--- config.mk ---
export PLATFORM = sky130hd
export DESIGN_NAME = if_stage
export DESIGN_NICKNAME = d
export VERILOG_FILES = /design/src/rtl/pipe_pkg.sv /design/src/rtl/if_id_reg.sv /design/src/rtl/if_stage.sv
export SDC_FILE = /design/constraint.sdc
export NUM_CORES = 1
export LEC_CHECK = 0
export CAP_MARGIN = 25
export CORE_UTILIZATION = 56
export CTS_CLUSTER_DIAMETER = 120
export CTS_CLUSTER_SIZE = 28
export DETAILED_ROUTE_END_ITERATION = 10
export PLACE_DENSITY = 0.86
export SYNTH_ARGS = -nofsm -noshare
export SYNTH_HDL_FRONTEND = slang
export SYNTH_SLANG_ARGS = --single-unit
--- constraint.sdc ---
create_clock -name clk -period 3 [get_ports clk]
set_input_delay 0.6 -clock clk [delete_from_list [all_inputs] [get_ports clk]]
set_output_delay 0.6 -clock clk [all_outputs]
set_load 0.01 [all_outputs]
--- src/rtl/pipe_pkg.sv ---
// Shared pipeline definitions.
//   if_state_e  : fetch-stage FSM encoding (idle / fetching / skid buffer full)
//   PipeResetPc : default first fetch address after reset
//   Nop         : instruction word loaded into IF/ID as a bubble
//   word_align  : clears the two byte-offset bits of an address
package pipe_pkg;

  typedef enum logic [1:0] {
    StIdle  = 2'd0,
    StFetch = 2'd1,
    StFull  = 2'd2
  } if_state_e;

  localparam logic [31:0] PipeResetPc = 32'h0000_3000;
  localparam logic [31:0] Nop         = 32'h0000_0000;

  function automatic logic [31:0] word_align(input logic [31:0] addr);
    return addr & ~32'h0000_0003;
  endfunction

endpackage

--- src/rtl/if_id_reg.sv ---
// IF/ID pipeline register with load / bubble / hold control.
//   clk_i, rst_ni      : clock, asynchronous active-low reset
//   load_i             : capture a fetched word (instr_i, adel_i) fetched at pc_i
//   bubble_i           : load a NOP bubble; PC fields keep their value
//   neither asserted   : hold every field (stall)
//   instr_o, pc4_o, pc8_o, valid_o, adel_o : register contents
module if_id_reg
  import pipe_pkg::*;
(
  input  logic        clk_i,
  input  logic        rst_ni,
  input  logic        load_i,
  input  logic        bubble_i,
  input  logic [31:0] instr_i,
  input  logic [31:0] pc_i,
  input  logic        adel_i,
  output logic [31:0] instr_o,
  output logic [31:0] pc4_o,
  output logic [31:0] pc8_o,
  output logic        valid_o,
  output logic        adel_o
);

  logic [31:0] instr_q, instr_d;
  logic [31:0] pc4_q, pc4_d;
  logic [31:0] pc8_q, pc8_d;
  logic        valid_q, valid_d;
  logic        adel_q, adel_d;

  always_comb begin
    instr_d = instr_q;
    pc4_d   = pc4_q;
    pc8_d   = pc8_q;
    valid_d = valid_q;
    adel_d  = adel_q;
    if (load_i) begin
      instr_d = instr_i;
      pc4_d   = pc_i + 32'd4;
      pc8_d   = pc_i + 32'd8;
      valid_d = 1'b1;
      adel_d  = adel_i;
    end else if (bubble_i) begin
      instr_d = Nop;
      valid_d = 1'b0;
      adel_d  = 1'b0;
    end
  end

  always_ff @(posedge clk_i or negedge rst_ni) begin
    if (!rst_ni) begin
      instr_q <= Nop;
      pc4_q   <= '0;
      pc8_q   <= '0;
      valid_q <= 1'b0;
      adel_q  <= 1'b0;
    end else begin
      instr_q <= instr_d;
      pc4_q   <= pc4_d;
      pc8_q   <= pc8_d;
      valid_q <= valid_d;
      adel_q  <= adel_d;
    end
  end

  assign instr_o = instr_q;
  assign pc4_o   = pc4_q;
  assign pc8_o   = pc8_q;
  assign valid_o = valid_q;
  assign adel_o  = adel_q;

endmodule

--- src/rtl/if_stage.sv ---
// Instruction-fetch stage: PC, fetch FSM, one-entry skid buffer and delayed-branch redirect.
//   clk, reset (async, active-low)
//   stall_D, PCSrc, NPC_D      : hazard hold, taken branch/jump in D and its target
//   imem_req, imem_addr        : fetch request and word-aligned address (PC_F)
//   imem_ack, imem_rdata       : fetch response
//   Instr_D, PC4_D, PC8_D, valid_D, exc_adel_D : IF/ID register contents
// Define IF_ADEL_CHECK_EN to suppress fetches outside [RESET_PC, RESET_PC+IMEM_BYTES) and
// deliver them as address-error words instead.
module if_stage
  import pipe_pkg::*;
#(
  parameter logic [31:0] RESET_PC   = PipeResetPc,
  parameter int unsigned IMEM_BYTES = 4096
) (
  input  logic        clk,
  input  logic        reset,
  input  logic        stall_D,
  input  logic        PCSrc,
  input  logic [31:0] NPC_D,
  output logic        imem_req,
  output logic [31:0] imem_addr,
  input  logic        imem_ack,
  input  logic [31:0] imem_rdata,
  output logic [31:0] Instr_D,
  output logic [31:0] PC4_D,
  output logic [31:0] PC8_D,
  output logic        valid_D,
  output logic        exc_adel_D
);

  if_state_e   state_q, state_d;
  logic [31:0] pc_q, pc_d;
  logic        redir_pend_q, redir_pend_d;
  logic [31:0] redirect_pc_q, redirect_pc_d;
  logic [31:0] skid_instr_q, skid_instr_d;
  logic        skid_adel_q, skid_adel_d;

  // Address window check; out-of-window fetches behave as an immediate ack of a NOP.
  logic        in_range;
  logic        fetch_ok;
  logic        ack_eff;
  logic [31:0] rdata_eff;
  logic        adel_now;

  assign in_range = (pc_q - RESET_PC) < IMEM_BYTES;

`ifdef IF_ADEL_CHECK_EN
  assign fetch_ok  = in_range;
  assign ack_eff   = fetch_ok ? imem_ack : 1'b1;
  assign rdata_eff = fetch_ok ? imem_rdata : Nop;
  assign adel_now  = ~fetch_ok;
`else
  logic unused_in_range;
  assign unused_in_range = in_range;
  assign fetch_ok  = 1'b1;
  assign ack_eff   = imem_ack;
  assign rdata_eff = imem_rdata;
  assign adel_now  = 1'b0;
`endif

  logic in_fetch;
  logic in_full;
  logic take_fetch;
  logic take_skid;
  logic cap_skid;
  logic handover;
  logic bubble;
  logic accept_br;

  assign in_fetch   = (state_q == StFetch);
  assign in_full    = (state_q == StFull);
  assign take_fetch = in_fetch & ack_eff & ~stall_D;
  assign cap_skid   = in_fetch & ack_eff & stall_D;
  assign take_skid  = in_full & ~stall_D;
  assign handover   = take_fetch | take_skid;
  assign bubble     = in_fetch & ~ack_eff & ~stall_D;
  // A branch only counts once it has actually left D this cycle.
  assign accept_br  = valid_D & ~stall_D & PCSrc;

  // FSM: state register
  always_ff @(posedge clk or negedge reset) begin
    if (!reset) begin
      state_q <= StIdle;
    end else begin
      state_q <= state_d;
    end
  end

  // FSM: next state
  always_comb begin
    state_d = state_q;
    unique case (state_q)
      StIdle:  state_d = StFetch;
      StFetch: if (cap_skid) state_d = StFull;
      StFull:  if (!stall_D) state_d = StFetch;
      default: state_d = StIdle;
    endcase
  end

  // FSM: outputs
  always_comb begin
    imem_req = 1'b0;
    if (in_fetch && fetch_ok) begin
      imem_req = 1'b1;
    end
  end

  assign imem_addr = pc_q;

  // PC, redirect and skid buffer. PC_F only moves when its word hands over to D, so the
  // word at PC_F is always the delay slot of a branch being accepted in D.
  always_comb begin
    pc_d          = pc_q;
    redir_pend_d  = redir_pend_q;
    redirect_pc_d = redirect_pc_q;
    skid_instr_d  = skid_instr_q;
    skid_adel_d   = skid_adel_q;
    if (cap_skid) begin
      skid_instr_d = rdata_eff;
      skid_adel_d  = adel_now;
    end
    if (handover) begin
      if (redir_pend_q) begin
        pc_d         = redirect_pc_q;
        redir_pend_d = 1'b0;
      end else if (accept_br) begin
        pc_d = word_align(NPC_D);
      end else begin
        pc_d = pc_q + 32'd4;
      end
    end else if (accept_br) begin
      // Delay slot still outstanding: remember the target until it arrives.
      redirect_pc_d = word_align(NPC_D);
      redir_pend_d  = 1'b1;
    end
  end

  always_ff @(posedge clk or negedge reset) begin
    if (!reset) begin
      pc_q          <= word_align(RESET_PC);
      redir_pend_q  <= 1'b0;
      redirect_pc_q <= '0;
      skid_instr_q  <= Nop;
      skid_adel_q   <= 1'b0;
    end else begin
      pc_q          <= pc_d;
      redir_pend_q  <= redir_pend_d;
      redirect_pc_q <= redirect_pc_d;
      skid_instr_q  <= skid_instr_d;
      skid_adel_q   <= skid_adel_d;
    end
  end

  logic [31:0] ifid_instr;
  logic        ifid_adel;

  assign ifid_instr = take_skid ? skid_instr_q : rdata_eff;
  assign ifid_adel  = take_skid ? skid_adel_q : adel_now;

  if_id_reg u_if_id_reg (
    .clk_i    (clk),
    .rst_ni   (reset),
    .load_i   (handover),
    .bubble_i (bubble),
    .instr_i  (ifid_instr),
    .pc_i     (pc_q),
    .adel_i   (ifid_adel),
    .instr_o  (Instr_D),
    .pc4_o    (PC4_D),
    .pc8_o    (PC8_D),
    .valid_o  (valid_D),
    .adel_o   (exc_adel_D)
  );

endmodule
==> results.yml <==
timing:
  fin_crit_sh: 0.883
  holdWs_ns: 0.169
  worstMarginPinSlew_ns: 0.996
  fin_crit_ns: 2.65
  hold_viol: 0
  setup_viol: 0
  max-slew-margin-rel: 0.334
  skew_ns: 0.00897
  max_freq_mhz: 377
  rsz0062_at_grt: "false"
  setup_ws_ns: 0.350
  final_max_slew_viol_count: 0
  setup_tns_ns: 0
synthesis:
  ys_ff_latch: 188
  async_flop_share: 1.00
  syn_area_per_cell_um2: 9.82
  ys_types: 69
  synth_area_um2: 9660
  yosysSeqAreaShare: 0.487
  synth_top_area_cell: "dfrtp_1"
  ys.flop_type: "dfrtp_1"
  post-synth-top-count-cell: "dfrtp_1"
  synth_common_cells: "dfrtp_1, nand2_1, nor2_1, nand3_1, mux2_2"
  yosysWarnings: 0
  synthCells: 984
  synth_top_area_share: 0.482
  yosys-top-cells-area: "dfrtp_1, mux2_2, nand2_1"
  synth_edf_count: 0
detailed_routing:
  routed-via-count: 8630
  ant_nets: 0
  drc: 0
  wirelength_mm: 26.9
  drtIter0Drc: 910
  firstDrtPassIters: 6
  wl_per_cell_um: 19.7
  routed_via_density: 6.32
worst_setup_path:
  cp-end-kind: "flip-flop"
  cp.arrival_ns: 3.01
  start_kind: "flip-flop"
  path_class: "reg2reg"
  crit_fanout: 16
  cp.required_ns: 3.36
  regToRegSetupSlack_ns: 0.35
power_and_ir_drop:
  switchingPower_mw: 4.10
  swShare: 0.365
  p_comb_frac: 0.396
  p_leak_nw: 4.84
  p_seq_frac: 0.399
  p_clk_frac: 0.205
  power.density_nw_per_um2: 917
  ir_drop_uv: 500
  power.internal_mw: 7.15
  total_power_mw: 11.3
floorplan:
  fp.dieW_um: 133
  die-area_um2: 17800
  die-height_um: 133
  rows: 47
  start_util: 0.578
  coreArea_um2: 16700
  pin_count: 200
cts:
  h-tree-depth: 4
  cts_sinks: 188
  cts_buffers: 17
  cts.hold.buffers_added: 0
  postCtsSetupRepairBufs: 0
  cts_root_buf: "clkbuf_16"
  tritoncts: "done"
  clk_latency_ns: 0.44
  clk_pin_slew_ns: 0.07
  cts_buffer_depth: 2
  post_cts_resized: 0
grt:
  grt_overflow_total: 0
  grt_pass1_vias: 8078
  grt_first_pass_wirelength_mm: 43.4
  grt_usage: 0.314
  grt_max_degree: 74
  antenna_found_initial: 0
final_layout:
  syn2layout_area_growth_pct: 27.0
  final_area_um2: 12300
  finalNetCount: 1204
  fill_cells: 1176
  layout-drive-gt1-share: 0.130
  final_core_util: 0.735
  final_cells: 1366
worst_hold_path:
  hp-class: "in2async"
run_status:
  outcome: "complete, no violations"
placed_design:
  pre_cts_ws_ns: 0.283
  place_congestion: 0.955
  hpwl_mm: 18.5
  placedCellCount: 1334
  portBuffers: 190
  postPlaceCellArea_um2: 11700
run:
  maxCapViolations: 0
==> power by group through the flow <==
stage	Clock, mW	Sequential, mW	Combinational (mW)
6_report	2.31	4.49	4.46
5_1_grt	2.42	4.61	4.81
4_1_cts	2.32	4.46	4.44
3_5_place_dp	0	4.50	4.41
3_3_place_gp	0	4.44	4.29
2_1_floorplan	0	4.37	2.36
==> cell usage in the layout (no fill, tap or decap), types with 4 or more instances in the layout <==
| master | synthesis | routed |
|---|---|---|
| nand4_1 | 20 | 20 |
| a2bb2oi_1 | 4 | 4 |
| buf_12 | 0 | 4 |
| clkdlybuf4s50_1 | 0 | 189 |
| clkinv_4 | 0 | 4 |
| dfrtp_1 | 186 | 186 |
| nor2_1 | 73 | 71 |
| o311ai_1 | 5 | 5 |
| nor3_1 | 10 | 10 |
| buf_4 | 10 | 29 |
| clkbuf_16 | 0 | 17 |
| o211ai_1 | 17 | 17 |
| nor4_1 | 7 | 7 |
| conb_1 | 1 | 7 |
| a31oi_1 | 54 | 54 |
| clkbuf_8 | 0 | 4 |
| xnor2_1 | 17 | 17 |
| and3_1 | 12 | 12 |
| a21oi_1 | 14 | 13 |
| o31ai_1 | 7 | 7 |
| or4_1 | 22 | 22 |
| a221oi_1 | 4 | 4 |
| o21ai_0 | 59 | 59 |
| or3_1 | 17 | 17 |
| a211o_1 | 8 | 8 |
| o2bb2ai_1 | 4 | 4 |
| nand2_1 | 109 | 108 |
| mux2_2 | 63 | 63 |
| nand3_1 | 65 | 65 |
| nand2b_1 | 12 | 12 |
| mux2i_1 | 13 | 13 |
| and4_1 | 12 | 12 |
| xor2_1 | 7 | 7 |
| inv_1 | 6 | 6 |
==> layer usage <==
metal | up-vias | global-route usage | wire [µm]
met5 | - | 0 | 0
met4 | 0 | 0.135 | 933
met3 | 67 | 0.0575 | 2230
met2 | 447 | 0.476 | 12700
met1 | 4242 | 0.442 | 11100
li1 | 3874 | - | -
==> flip-flops by register name, summed over array words and instances (netlist names) <==
name,count
skid_instr_q,32
u_if_id_reg.instr_o,32
imem_addr,30
redirect_pc_q,30
u_if_id_reg.pc4_o,30
u_if_id_reg.pc8_o,30
state_q,2
redir_pend_q,1
u_if_id_reg.valid_o,1
==> worst max-delay path: stages (launching register included) <==
cell and delay, ns:
dfrtp_1 0.51, ha_1 0.37, nand3_4 0.22, or4_1 0.86, or3_1 0.44, a31oi_1 0.16
==> path summary, 6_finish.rpt <==
check                                startpoint  depth (start not counted)                     to
min reg2reg                u_if_id_reg.pc4_o[9]                          2   u_if_id_reg.pc4_o[9]
max                                imem_addr[4]                          5  u_if_id_reg.pc4_o[31]
min in group clk           u_if_id_reg.pc4_o[9]                          2   u_if_id_reg.pc4_o[9]
max reg2reg                        imem_addr[4]                          5  u_if_id_reg.pc4_o[31]
min                                       reset                          1  u_if_id_reg.pc4_o[10]
max in group asynchronous                 reset                          2          imem_addr[13]
==> layout make-up <==
type                       instances  area, µm²  area share
timing repair buffer             223       2200       0.180
multi-input combinational        697       4460       0.363
clock inverter                    11        134      0.0109
inverter                           6       22.5     0.00184
sequential                       188       4710       0.384
tap                              220        275      0.0224
clock buffer                      20        467      0.0380
antenna                            1       2.50    0.000204
==> cell families (layout without fill, tap and decap cells) <==
| group | count (synthesis) | after routing | synth area share |
|---|---|---|---|
| buffers and inverters | 105 | 260 | 0.0553 |
| flip-flops | 188 | 188 | 0.487 |
| XOR/XNOR | 24 | 24 | 0.0218 |
| multiplexers | 76 | 76 | 0.0869 |
| AO/OA/AOI/OAI | 202 | 202 | 0.136 |
| AND/OR/NAND/NOR | 386 | 386 | 0.209 |
| adder cells (fa/ha/maj) | 2 | 2 | 0.00259 |
| other | 1 | 8 | 0.000388 |
Note: power is estimated with default switching activity, not from simulation.
